--- src/rtl/pipeline_hazard_ctrl.sv ---
// Hazard and forwarding controller for the 5-stage F/D/E/M/W ARM pipeline.
// Define HAZARD_PERF_EN to add saturating stall/flush performance counters.
module pipeline_hazard_ctrl #(
    parameter int REG_W  = 4,
    parameter int PC_REG = 15,
    parameter int CNT_W  = 16
) (
    input  logic             clk,
    input  logic             reset,
    input  logic [REG_W-1:0] RA1D,
    input  logic [REG_W-1:0] RA2D,
    input  logic [REG_W-1:0] WA3D,
    input  logic             RegWD,
    input  logic             MemtoRegD,
    input  logic             PCSD,
    input  logic             CondExE,
    input  logic             BranchTakenE,
    output logic [1:0]       ForwardAE,
    output logic [1:0]       ForwardBE,
    output logic             StallF,
    output logic             StallD,
    output logic             FlushD,
    output logic             FlushE,
    output logic [CNT_W-1:0] StallCnt,
    output logic [CNT_W-1:0] FlushCnt
);

    localparam logic [REG_W-1:0] PC_TAG = REG_W'(PC_REG);

    logic [REG_W-1:0] ra1_e_q, ra1_e_d, ra2_e_q, ra2_e_d, wa3_e_q, wa3_e_d;
    logic             regw_e_q, regw_e_d, mem_e_q, mem_e_d, pcs_e_q, pcs_e_d;
    logic [REG_W-1:0] wa3_m_q, wa3_m_d, wa3_w_q, wa3_w_d;
    logic             regw_m_q, regw_m_d, pcs_m_q, pcs_m_d;
    logic             regw_w_q, regw_w_d, pcs_w_q, pcs_w_d;

    logic       ldr_stall, pc_wr_pend;
    logic       stall_fet, stall_dec, flush_dec, flush_ex;
    logic [1:0] fwd_a, fwd_b;

    function automatic logic [1:0] fwd_sel(
        input logic [REG_W-1:0] ra,
        input logic             regw_m,
        input logic [REG_W-1:0] wa3_m,
        input logic             regw_w,
        input logic [REG_W-1:0] wa3_w
    );
        if (ra == PC_TAG)                 return 2'b00;
        if (regw_m && (wa3_m == ra))      return 2'b10;
        if (regw_w && (wa3_w == ra))      return 2'b01;
        return 2'b00;
    endfunction

    always_comb begin
        ldr_stall  = mem_e_q && regw_e_q && ((wa3_e_q == RA1D) || (wa3_e_q == RA2D));
        pc_wr_pend = PCSD | pcs_e_q | pcs_m_q;
        stall_fet  = ldr_stall | pc_wr_pend;
        stall_dec  = ldr_stall;
        flush_ex   = ldr_stall | BranchTakenE;
        flush_dec  = pc_wr_pend | pcs_w_q | BranchTakenE;
        fwd_a      = fwd_sel(ra1_e_q, regw_m_q, wa3_m_q, regw_w_q, wa3_w_q);
        fwd_b      = fwd_sel(ra2_e_q, regw_m_q, wa3_m_q, regw_w_q, wa3_w_q);
    end

    // A flushed D/E register becomes a bubble; M inherits only condition-passing writes.
    always_comb begin
        ra1_e_d  = flush_ex ? '0   : RA1D;
        ra2_e_d  = flush_ex ? '0   : RA2D;
        wa3_e_d  = flush_ex ? '0   : WA3D;
        regw_e_d = flush_ex ? 1'b0 : RegWD;
        mem_e_d  = flush_ex ? 1'b0 : MemtoRegD;
        pcs_e_d  = flush_ex ? 1'b0 : PCSD;
        wa3_m_d  = wa3_e_q;
        regw_m_d = regw_e_q & CondExE;
        pcs_m_d  = pcs_e_q & CondExE;
        wa3_w_d  = wa3_m_q;
        regw_w_d = regw_m_q;
        pcs_w_d  = pcs_m_q;
    end

    always_ff @(posedge clk or negedge reset) begin
        if (!reset) begin
            ra1_e_q  <= '0;
            ra2_e_q  <= '0;
            wa3_e_q  <= '0;
            regw_e_q <= 1'b0;
            mem_e_q  <= 1'b0;
            pcs_e_q  <= 1'b0;
            wa3_m_q  <= '0;
            regw_m_q <= 1'b0;
            pcs_m_q  <= 1'b0;
            wa3_w_q  <= '0;
            regw_w_q <= 1'b0;
            pcs_w_q  <= 1'b0;
        end else begin
            ra1_e_q  <= ra1_e_d;
            ra2_e_q  <= ra2_e_d;
            wa3_e_q  <= wa3_e_d;
            regw_e_q <= regw_e_d;
            mem_e_q  <= mem_e_d;
            pcs_e_q  <= pcs_e_d;
            wa3_m_q  <= wa3_m_d;
            regw_m_q <= regw_m_d;
            pcs_m_q  <= pcs_m_d;
            wa3_w_q  <= wa3_w_d;
            regw_w_q <= regw_w_d;
            pcs_w_q  <= pcs_w_d;
        end
    end

    // Every control output reads as 0 while reset is held.
    assign ForwardAE = reset ? fwd_a : 2'b00;
    assign ForwardBE = reset ? fwd_b : 2'b00;
    assign StallF    = reset & stall_fet;
    assign StallD    = reset & stall_dec;
    assign FlushD    = reset & flush_dec;
    assign FlushE    = reset & flush_ex;

`ifdef HAZARD_PERF_EN
    logic [CNT_W-1:0] stall_cnt_q, stall_cnt_d, flush_cnt_q, flush_cnt_d;

    function automatic logic [CNT_W-1:0] sat_inc(input logic [CNT_W-1:0] v, input logic en);
        if (en && !(&v)) return v + CNT_W'(1);
        return v;
    endfunction

    always_comb begin
        stall_cnt_d = sat_inc(stall_cnt_q, ldr_stall);
        flush_cnt_d = sat_inc(flush_cnt_q, flush_dec | flush_ex);
    end

    always_ff @(posedge clk or negedge reset) begin
        if (!reset) begin
            stall_cnt_q <= '0;
            flush_cnt_q <= '0;
        end else begin
            stall_cnt_q <= stall_cnt_d;
            flush_cnt_q <= flush_cnt_d;
        end
    end

    assign StallCnt = stall_cnt_q;
    assign FlushCnt = flush_cnt_q;
`else
    assign StallCnt = '0;
    assign FlushCnt = '0;
`endif

endmodule

--- config.mk ---
export PLATFORM = sky130hd
export DESIGN_NAME = pipeline_hazard_ctrl
export DESIGN_NICKNAME = d
export VERILOG_FILES = /design/src/rtl/pipeline_hazard_ctrl.sv
export SDC_FILE = /design/constraint.sdc
export NUM_CORES = 1
export LEC_CHECK = 0
export BUFFER_PORTS_ARGS = -buffer_cell sky130_fd_sc_hd__clkbuf_2
export CORE_AREA = 2 2 68 70
export DETAILED_ROUTE_END_ITERATION = 12
export DIE_AREA = 0 0 70 72
export PLACE_DENSITY_LB_ADDON = 0.2
export SYNTH_ARGS = -nofsm -noshare
export SYNTH_HDL_FRONTEND = slang
export SYNTH_SLANG_ARGS = --single-unit
--- constraint.sdc ---
create_clock -name clk -period 1.2 [get_ports clk]
set_clock_uncertainty 0.05 [all_clocks]
set_input_delay 0.06 -clock clk [delete_from_list [all_inputs] [get_ports clk]]
set_output_delay 0.06 -clock clk [all_outputs]
set_load 0.05 [all_outputs]
### Word-level counts from Yosys, hierarchy flattened

Index checks and enable logic that the tools add are counted.

| operators by class | value |
|---|---|
| equal/unequal tests | 8 |
| bitwise operators | 12 |
| mux-type cells | 32 |
| reductions and logical operators | 7 |

Operators with widths:

| kind | number |
|---|---|
| 2-to-1 mux 2 bit | 14 |
| == test 4 bit | 6 |
| 2-to-1 mux 1 bit | 15 |
| 2-to-1 mux 4 bit | 3 |
| == test 4 bit, second input constant | 2 |
| AND 1 bit | 6 |
| logical AND 1 bit | 6 |
| OR 1 bit | 6 |
| logical OR 1 bit | 1 |

| word-level totals | value |
|---|---|
| flip-flop bits (word level) | 27 |
| logic and storage cells | 71 |

### Longest topological paths before layout

| depth | value |
|---|---|
| word-level depth | 10 |
| gate-level depth with buffers | 5 |
| depth with buffers taken out | 4 |

### Worst setup path after synthesis

No wires, ideal clock.

| timing path | value |
|---|---|
| path type | register to output |
| start | reg ra1_e_q[0] |
| end | out ForwardAE[0] |
| arrival | 1.754 ns |
| path buffers | 0 |
| slack | -0.664 ns |
| stages on the path, launching flop included | 4 |
| required time | 1.090 ns |
| path through | dfrtp_1 -> xnor2_1 -> nand4_1 -> nor3_1 |

| on the way | value |
|---|---|
| longest elaborated chain between the ends | 9 |
| elaborated cells on any way between the ends | 17 |
| classes of those cells | eq/ne (3); mux (12); reduce/logical (2) |

Ends and longest elaborated chain:

| element | line | RTL |
|---|---|---|
| start, declared | 30 | `logic [REG_W-1:0] ra1_e_q, ra1_e_d, ra2_e_q, ra2_e_d, wa3_e_q, wa3_e_d;` |
| start signal, assigned | 95 | `ra1_e_q <= ra1_e_d;` |
| == test 4 bit | 49 | `if (regw_w && (wa3_w == ra)) return 2'b01;` |
| logical AND 1 bit | 49 |  |
| 2-to-1 mux 1 bit (2 in series) | 49 |  |
| 2-to-1 mux 1 bit | 48 | `if (regw_m && (wa3_m == ra)) return 2'b10;` |
| 2-to-1 mux 2 bit | 50 | `return 2'b00;` |
| 2-to-1 mux 2 bit | 49 |  |
| 2-to-1 mux 2 bit * | 48 |  |
| 2-to-1 mux 2 bit * | 111 | `assign ForwardAE = reset ? fwd_a : 2'b00;` |
| end, declared | 18 | `output logic [1:0] ForwardAE,` |

Mark *: on every way between the ends. The rest lies on a longest branch, timed or not. The select of a mux whose other input is x is not followed.

### Worst setup path in the final report

| timing path | value |
|---|---|
| start | reg wa3_e_q[3] |
| end | out StallD |

| on the way | value |
|---|---|
| longest elaborated chain between the ends | 4 |
| elaborated cells on any way between the ends | 5 |
| classes of those cells | eq/ne (2); bitwise (1); reduce/logical (2) |

Ends and longest elaborated chain:

| element | line | RTL |
|---|---|---|
| start, declared | 30 |  |
| start signal, assigned | 97 | `wa3_e_q <= wa3_e_d;` |
| == test 4 bit | 54 | `ldr_stall = mem_e_q && regw_e_q && ((wa3_e_q == RA1D) \|\| (wa3_e_q == RA2D));` |
| logical OR 1 bit * | 54 |  |
| logical AND 1 bit * | 54 |  |
| AND 1 bit * | 114 | `assign StallD = reset & stall_dec;` |
| end, declared | 21 | `output logic StallD,` |

Mark *: on every way between the ends. The rest lies on a longest branch, timed or not.

==> impl_metrics.tcl <==
set metrics [dict create \
    ys_top_cells_by_count "buf_4 (32), dfrtp_1 (27), xnor2_1 (16), nor3b_1 (15)" \
    r2r-end "ra2_e_q[2]" \
    vias_per_cell 4.24 \
    route.detailed.drc 0 \
    cp.arrival_ns 1.66 \
    drive_gt1_share_pct 42.0 \
    yosysSeqAreaShare_pct 47.1 \
    num_vias 1038 \
    syn_area_um2 1440 \
    power_mw 2.11 \
    synth.avg_cell_area_um2 10.9 \
    rsz0062_at_grt "yes" \
    run_status "finished, violations left" \
    core_area_um2 4260 \
    yosysMostFrequentCell "buf_4" \
    endpoint_kind "primary output" \
    hold_ws_ns 0.0122 \
    io_buffers 26 \
    grt.total_usage_pct 13.3 \
    dr.pass1.iters 4 \
    ys_ff_latch 27 \
    worstHoldPathType "in2async" \
    drtAntennaViolNets 0 \
    grt_overflow 0 \
    fin_crit_ns 1.77 \
    drtIter0Drc 18 \
    synthArstFlopShare_pct 100 \
    cts_tree "done" \
    synth_largest_area_cell "dfrtp_1" \
    grt_pass1_wl_um 5210 \
    r2r_slack_ns -0.56 \
    ys_warn_count 0 \
    grt_max_degree 20 \
    fin_ws_ns -0.572 \
    die_area_um2 5040 \
    h-tree-depth 1 \
    rr_worst_depth 7 \
    diodes 0 \
    wl_um 3090 \
    p_leak_nw 1.01 \
    final_max_slew_viol_count 0 \
    syn_inst 132 \
    critPathRequiredTime_ns 1.09 \
    place_congestion 0.766 \
    critPathKind "reg2out" \
    wl_per_cell_um 12.6 \
    cts_root_buf "clkbuf_8" \
    synth_cell_types 21 \
    fmax_mhz 564 \
    cts_num_sinks 27 \
    layout.nets 213 \
    ys.flop_type "dfrtp_1" \
    r2r_start "wa3_e_q[3]" \
    initial_core_util_pct 33.7 \
    failed_checks "negative setup slack" \
    clk_pin_slew_worst_paths_ns 0.09 \
    dp_slack_ns -0.362 \
    critPathLaunchType "register" \
    postLayoutCoreUtil_pct 51.4 \
    fin_setup_tns_ns -11.08 \
    synth_edf_count 0 \
    io_pins 59 \
    setup_viol 23 \
    first_global_vias 1113 \
    dp_hpwl_um 2270 \
    crit_start "wa3_e_q[3]" \
    grt_antenna_before_repair 0 \
    finalCritPeriodShare_pct 148 \
    hold_viol 0 \
    die_w_um 70 \
    crit_path_max_fanout 5 \
    rows 24 \
    cts_buffers 3 \
    synthTopCellsByArea "dfrtp_1 (47%), buf_4 (17%), xnor2_1 (9.8%)" \
    die_height_um 72 \
    yosysTopAreaCellShare_pct 47.1 \
    maxCapViolations 0 \
    clk_latency_ns 0.27 \
    power.density_nw_per_um2 962 \
    cts.path.max_buffers 2 \
    syn2layout_area_growth_pct 52.7 \
    vdd_drop_max_mv 0.573 \
]
where the power goes:
group,leakage [nW],internal (mW),switching [mW]
logic,0.631,0.213,0.389
clock network,0.0255,0.232,0.272
registers,0.349,0.955,0.0471
stage by stage:
stage	area, µm²	std cells
global placement	1810	220
floorplan	1710	163
detailed placement	1810	220
CTS	2140	241
finish	2190	245
global route	2190	245
registers in the layout, indices dropped and copies added (netlist names), 4 cells and up:
register / count
ra1_e_q: 4
ra2_e_q: 4
wa3_e_q: 4
wa3_m_q: 4
wa3_w_q: 4
cell type report:
| class | instances | area (µm²) |
|---|---|---|
| multi-input combinational | 101 | 805 |
| timing repair buffer | 61 | 599 |
| fill | 363 | 2070 |
| clock buffer | 3 | 41.3 |
| tap | 52 | 65.1 |
| sequential | 27 | 677 |
| clock inverter | 1 | 5.00 |
kinds of logic after synthesis:
group | synth area share [%]
DFF | 47.1
xor gates and xnor gates | 13.4
buffers and inverters | 18.0
AOI/OAI and AO/OA | 3.66
and+or+nand+nor | 17.5
other | 0.261
repair_timing:
| action | CTS | global route |
|---|---|---|
| endpoints found under the hold margin | 38 | 1 |
| resized for setup | 18 | 4 |
| buffers inserted | 5 | 3 |
| pin swaps | 11 | 4 |
| hold buffers | 12 | 1 |
| cloned | 1 | 0 |
| endpoints found under the setup margin | 23 | 42 |
critical path: stages (launching register included):
cell	delay (ns)
dfrtp_1	0.43
xnor2_1	0.18
nand4_1	0.18
a21oi_4	0.27
and2_4	0.19
clkbuf_16	0.15
worst max path at each step:
stage | slack (ns) | end | cells past startpoint
final | -0.57 | StallD | 5
after global routing | -0.69 | StallD | 5
after CTS | -0.53 | StallD | 5
after floorplan | -0.22 | ForwardAE[1] | 4
after detailed placement | -0.36 | ra1_e_q[1] | 5
after global placement | -0.33 | StallD | 5
routing by layer:
layer  GRT usage (%)  share of wire, %  up-vias
met5               0                 0        -
li1                -                 -      496
met1            14.8                37      482
met3            2.36               6.7        7
met4            5.13               1.8        0
met2            25.4                54       53
layout by cell type (no fill, tap or decap), drive strengths merged:
cell type and count:
dlymetal6s4s 1, nand4 6, nand2 5, conb 32, and2 4, nor3b 15, o21a 2, buf 26
a31oi 2, clkbuf 24, nor2 4, nor3 2, dfrtp 27, dlygate4sd3 12, o31a 1, and3 2
a21oi 1, nor4 2, xnor2 16, clkinv 1, xor2 6, or3 1, bufbuf 1
Note: power is estimated with default switching activity, not from simulation.
